===== src/rtl/cfa_pkg.sv =====
// Shared definitions for the CFA demosaicing convolution stages (equ_*).
package cfa_pkg;

  // Pixel and local-mean sample width.
  localparam int unsigned PIX_W = 12;

  // Gradient width; holds 5 * (2^PIX_W - 1) = 20475.
  localparam int unsigned GRAD_W = 17;

  // Unsigned pixel sample.
  typedef logic [PIX_W-1:0] pix_t;

endpackage : cfa_pkg


===== src/rtl/abs_diff.sv =====
// Combinational unsigned absolute difference |a - b| by compare-and-subtract.
module abs_diff
  import cfa_pkg::*;
#(
  parameter int unsigned Width = PIX_W
) (
  input  logic [Width-1:0] a_i,
  input  logic [Width-1:0] b_i,
  output logic [Width-1:0] d_o
);

  // Subtract the smaller operand from the larger so the result never wraps.
  always_comb begin
    d_o = '0;
    if (a_i >= b_i) begin
      d_o = a_i - b_i;
    end else begin
      d_o = b_i - a_i;
    end
  end

endmodule : abs_diff


===== src/rtl/equ_7_grad.sv =====
// Equation 7 gradient term: registered sum of |e_i - mean_1| over five samples.
module equ_7_grad #(
  parameter int unsigned PIX_W = cfa_pkg::PIX_W,
  parameter int unsigned OUT_W = cfa_pkg::GRAD_W
) (
  input  logic             clk,
  input  logic             rst,
  input  logic [PIX_W-1:0] e1,
  input  logic [PIX_W-1:0] e2,
  input  logic [PIX_W-1:0] e3,
  input  logic [PIX_W-1:0] e4,
  input  logic [PIX_W-1:0] e5,
  input  logic [PIX_W-1:0] mean_1,
  output logic [OUT_W-1:0] grad_abs
);

  logic [PIX_W-1:0] d1, d2, d3, d4, d5;
  logic [OUT_W-1:0] sum_12, sum_34, grad_d, grad_q;

  abs_diff #(.Width(PIX_W)) u_abs_1 (.a_i(e1), .b_i(mean_1), .d_o(d1));
  abs_diff #(.Width(PIX_W)) u_abs_2 (.a_i(e2), .b_i(mean_1), .d_o(d2));
  abs_diff #(.Width(PIX_W)) u_abs_3 (.a_i(e3), .b_i(mean_1), .d_o(d3));
  abs_diff #(.Width(PIX_W)) u_abs_4 (.a_i(e4), .b_i(mean_1), .d_o(d4));
  abs_diff #(.Width(PIX_W)) u_abs_5 (.a_i(e5), .b_i(mean_1), .d_o(d5));

  // Balanced adder tree ((d1+d2)+(d3+d4))+d5; operands zero-extended first.
  always_comb begin
    sum_12 = OUT_W'(d1) + OUT_W'(d2);
    sum_34 = OUT_W'(d3) + OUT_W'(d4);
    grad_d = sum_12 + sum_34 + OUT_W'(d5);
  end

  // Output register; asynchronous reset clears it so no X ever escapes.
  always_ff @(posedge clk or negedge rst) begin
    if (!rst) begin
      grad_q <= '0;
    end else begin
      grad_q <= grad_d;
    end
  end

  assign grad_abs = grad_q;

endmodule : equ_7_grad


===== config.mk =====
export PLATFORM = sky130hd
export DESIGN_NAME = equ_7_grad
export DESIGN_NICKNAME = d
export VERILOG_FILES = /design/src/rtl/cfa_pkg.sv /design/src/rtl/abs_diff.sv /design/src/rtl/equ_7_grad.sv
export SDC_FILE = /design/constraint.sdc
export NUM_CORES = 1
export LEC_CHECK = 0
export ABC_AREA = 1
export BUFFER_PORTS_ARGS = -buffer_cell sky130_fd_sc_hd__buf_2
export CAP_MARGIN = 40
export CORE_MARGIN = 2
export CORE_UTILIZATION = 60
export DETAILED_ROUTE_END_ITERATION = 8
export GPL_TIMING_DRIVEN = 0
export MAX_ROUTING_LAYER = met4
export PLACE_DENSITY = 0.77
export SYNTH_ARGS = -nofsm -noshare
export SYNTH_HDL_FRONTEND = slang
export SYNTH_HIERARCHICAL = 1
export SYNTH_SLANG_ARGS = --single-unit
export TNS_END_PERCENT = 1

===== constraint.sdc =====
create_clock -name clk -period 0.8 [get_ports clk]
set_input_delay 0.08 -clock clk [delete_from_list [all_inputs] [get_ports clk]]
set_output_delay 0.08 -clock clk [all_outputs]
set_load 0.1 [all_outputs]

-- After elaboration in Yosys (flattened, before gate mapping)
Index checks and enable logic that the tools add are counted.
- register bits: 15
- output and inout port bits: 17
- word-level logic and storage cells: 25
- $add $sub $neg: 14
- magnitude comparators: 5
- multiplexer cells: 5
- operators with widths (operator ; number):
    12-bit subtractor ; 10
    12-bit greater-or-equal comparator ; 5
    12-bit 2-to-1 mux ; 5
    12-bit by 12-bit adder with 13-bit output ; 2
    14-bit by 12-bit adder with 15-bit output ; 1
    13-bit by 13-bit adder with 14-bit output ; 1

-- Logic depth before layout (Yosys ltp)
- depth in word-level cells: 5
- gate-level depth with buffers: 29

-- Modules after synthesis
The synthesis kept the hierarchy.
- modules (own cells, without submodules) (module ; instances ; cells each ; area each (um^2)):
    abs_diff at u_abs_3 ... ; 2 ; 292 ; 1530.2
    abs_diff at u_abs_1 ... ; 2 ; 297 ; 1514.0
    equ_7_grad ; 1 ; 310 ; 2288.4
    abs_diff at u_abs_5 ; 1 ; 297 ; 1507.7

-- Least setup slack after synthesis
OpenSTA, ideal clock, no wires.
- path kind: input-to-reg
- from: input e3[0]
- to: register grad_q[7], in the netlist grad_abs[7]
- arrival: 3.927 ns
- slack: -3.206 ns
- cell stages on the path: 22
- buffers on the path: 0
- cells stage by stage: inv_1 -> ha_1 -> fa_1 -> nor2_2 -> nor2_4 -> a21oi_2 -> nor2_4 -> o21ai_0 -> inv_1 -> fa_1 -> fa_1 -> fa_1 -> inv_1 -> ha_1 -> inv_1 -> fa_1 -> inv_1 -> nand3_1 -> nand3_2 -> nand2_1 -> nand2_1 -> xor2_1
- cells in the longest elaborated chain, start to end: 5
- ends and longest elaborated chain (item ; line ; RTL):
    from (decl) ; equ_7_grad.sv:10 ; input logic [PIX_W-1:0] e3,
    12-bit subtractor (tied with other cells) ; abs_diff.sv:18 ; d_o = b_i - a_i;
    12-bit 2-to-1 mux (*) ; abs_diff.sv:15 ; if (a_i >= b_i) begin
    net d3[1] ; equ_7_grad.sv:17 ; logic [PIX_W-1:0] d1, d2, d3, d4, d5;
    12-bit by 12-bit adder with 13-bit output (*) ; equ_7_grad.sv:29 ; sum_34 = OUT_W'(d3) + OUT_W'(d4);
    13-bit by 13-bit adder with 14-bit output (*) ; equ_7_grad.sv:30 ; grad_d = sum_12 + sum_34 + OUT_W'(d5);
    14-bit by 12-bit adder with 15-bit output (*) ; equ_7_grad.sv:30 ;
    net grad_d[7] ; equ_7_grad.sv:18 ; logic [OUT_W-1:0] sum_12, sum_34, grad_d, grad_q;
    to (signal assigned) ; equ_7_grad.sv:38 ; grad_q <= grad_d;
    to (decl) ; equ_7_grad.sv:18 ;
Mark *: on every way through the listed nets, which the timed path passes. The rest lies on a longest branch.

-- Worst setup path in the final report
- from: input mean_1[0]
- to: register grad_q[10], in the netlist grad_abs[10]
- cells in the longest elaborated chain, start to end: 5
- ends and longest elaborated chain (item ; line ; RTL):
    from (decl) ; equ_7_grad.sv:13 ; input logic [PIX_W-1:0] mean_1,
    12-bit subtractor (tied with other cells) ; abs_diff.sv:18 ;
    12-bit 2-to-1 mux (*) ; abs_diff.sv:15 ;
    net d1[2] ; equ_7_grad.sv:17 ;
    12-bit by 12-bit adder with 13-bit output (*) ; equ_7_grad.sv:28 ; sum_12 = OUT_W'(d1) + OUT_W'(d2);
    13-bit by 13-bit adder with 14-bit output (*) ; equ_7_grad.sv:30 ;
    14-bit by 12-bit adder with 15-bit output (*) ; equ_7_grad.sv:30 ;
    net grad_d[10] ; equ_7_grad.sv:18 ;
Marks and branches as above.

==> key figures <==
Power
  – Power Dens Cells: 3580 nW/um^2
  – Gate power share: 0.938
  – Lkg Pwr: 0.00762 uW
  – Sw power: 25600 uW
  – Int Pwr: 18400 uW
  – Peak VDD IR: 0.00499 V
  – Sw Share: 0.583
  – Total power: 44000 uW
  – Power share of the clock group: 0.022
  – Register share of total power: 0.039

Clock tree
  – Cts bufs inserted: 3
  – CTS sink count: 15
  – Clock buffer depth: 2
  – H-tree Lvls: 1
  – Clock root buffer: clkbuf_16
  – Clock-pin slew on the worst setup and hold paths: 0.05 ns
  – CTS tree: done

Setup path
  – Worst path top cell family by delay: adder cells
  – Most used cell, CP: nand2_1
  – Biggest fanout along the worst timing path: 6
  – Slowest CP cell: fa_1
  – Max incr delay on CP: 0.63 ns
  – Endpoint class of the critical path: register
  – Worst Path Arrival: 4.32 ns
  – CP Launch Point: mean_1[0]
  – Buf/Inv on CP: 7
  – Setup crit start kind: input pin
  – WP data required: 0.98 ns
  – WS Path Type: in -> reg

Timing
  – Hold_ws: 0.270 ns
  – Period minus WS final: 4.14 ns
  – Post-route setup TNS: -46.63 ns
  – F_max: 0.242 GHz
  – Final Hold Fails: 0
  – RSZ-0062 raised after global routing: yes
  – Final worst-path cycle share: 5.17
  – Fin worst setup slack: -3.34 ns
  – Pins Over Slew Limit: 0
  – Final setup viols: 30

Placed design
  – Buffers on Ports: 88
  – Placed insts: 2090
  – Gpl congestion: 0.976
  – Post-detail-place hpwl: 22300 microns

Layout
  – Layout Cells excl Fill: 2141
  – Utilization after layout: 0.769
  – Fin nets: 2175
  – Commonest non-fill, non-tap cells in the layout: nand2_1 (665), inv_1 (431), nand3_1 (94), ha_1 (90), buf_2 (65)
  – Most common cell after layout, fill and taps aside: nand2_1
  – # diodes: 0
  – Share of post-route cells with drive strength above 1: 0.203
  – Area grow syn2layout: 24.4%
  – Max reg flops: 15

Outcome
  – Violated checks: negative setup slack
  – Status: finished with violations

Routing
  – Drt drc: 0
  – Initial drt markers: 867
  – Router iterations before antenna repair: 6
  – Via Count: 11000
  – Avg WL per Cell: 14.5 microns
  – Post-Route WL: 31000 microns
  – Vias/cell: 5.15
  – Antenna Violating Nets Remaining: 0

Flow run
  – Max Cap Viol: 0

Synth
  – Yosys warns: 6
  – Async SR Flop Fraction: 1.00
  – Mean Syn Cell Area: 5.54 sq um
  – Mapped Area: 9880 sq um
  – Ys flop type: dfrtp_1
  – Post-Syn Instances: 1785
  – Distinct cells, synth: 31
  – Post-synth EDFFs: 0
  – Yosys reg bits: 15
  – Sequential share of the synthesized area: 0.0380

Floorplanning
  – Area of the core: 16000 sq um
  – Die Wd: 132 microns
  – Ports: 91
  – Die area: 17500 sq um
  – Initial Utilization: 0.618
  – Die Ht: 132 microns
  – # rows: 46

Global routing
  – Vias in the first global route: 10000
  – Largest net degree at the start of global routing: 16
  – Gr ovfl total: 0
  – Antenna violations before repair: 0
  – Overall routing resource usage: 0.338
  – First-pass GRT wire length: 47400 microns

Worst hold path
  – Hold WC Path Type: in -> async
[how the worst max path moves through the flow]
stage,endpoint,cells past startpoint
2_1_floorplan,grad_abs[7],24
3_3_place_gp,grad_abs[14],24
3_5_place_dp,grad_abs[7],22
4_1_cts,grad_abs[7],22
5_1_grt,grad_abs[7],24
6_report,grad_abs[10],25
[power by group through the flow]
stage | Sequential (uW) | Combinational (uW) | Clock [uW]
final | 1740 | 41300 | 985
after global routing | 1740 | 45100 | 1020
after CTS | 1620 | 36200 | 971
after detailed placement | 1520 | 28200 | 0
after global placement | 1530 | 27700 | 0
after floorplan | 4450 | 20800 | 0
[cell type report]
type                       count  area, sq um
buffer                        31          288
multi-input combinational   1253         8290
fill                        1302         3700
sequential                    15          375
clock buffer                   3         75.1
timing repair buffer         139         1170
clock inverter                 1         5.00
inverter                     483         1830
tap                          216          270
[through the flow]
stage	worst slack, ns	instance area (sq um)
2_1_floorplan	-3.05	9960
3_3_place_gp	-3.77	10700
3_5_place_dp	-3.82	10700
4_1_cts	-3.16	11800
5_1_grt	-3.51	12300
6_report	-3.34	12300
[cell usage after synthesis (all sizes together) (3+ instances only)]
library cell,instances,share of area
or2,5,0.0032
nand2,717,0.28
nand3,108,0.057
o21bai,13,0.0099
o21ai,18,0.011
clkbuf,11,0.0056
ha,130,0.16
nor2,59,0.031
inv,479,0.18
a21oi,50,0.028
clkinv,4,0.0015
buf,24,0.019
nand4,50,0.032
xor2,41,0.036
a31oi,3,0.0019
xnor2,10,0.0089
fa,45,0.091
dfrtp,15,0.038
[kinds of logic (layout without fill, tap and decap cells)]
kind of cell | Yosys count | in the layout | share of synthesized area
xor+xnor | 51 | 51 | 0.0452
flops | 15 | 15 | 0.0380
compound gates | 84 | 84 | 0.0504
buf+inv | 518 | 657 | 0.208
other cells | 1 | 2 | 0.000379
fa+ha+maj | 175 | 175 | 0.256
simple gates | 941 | 941 | 0.403
[per-layer routing]
metal  track usage  up-vias  wire length (microns)
li1              -     5530                      -
met1         0.433     4979                  13300
met2         0.570      440                  14800
met3        0.0215       71                   1890
met4         0.111        0                   1100
met5             -        -                      0
[repair_timing]
action | CTS | global route
setup endpoints to repair | 30 | 30
buffers inserted | 27 | 20
cloned | 2 | 1
resized for setup | 185 | 98
endpoints found under the hold margin | 15 | 0
hold buffers | 1 | 0
pin swaps | 42 | 62
Note: power is estimated with default switching activity, not from simulation.
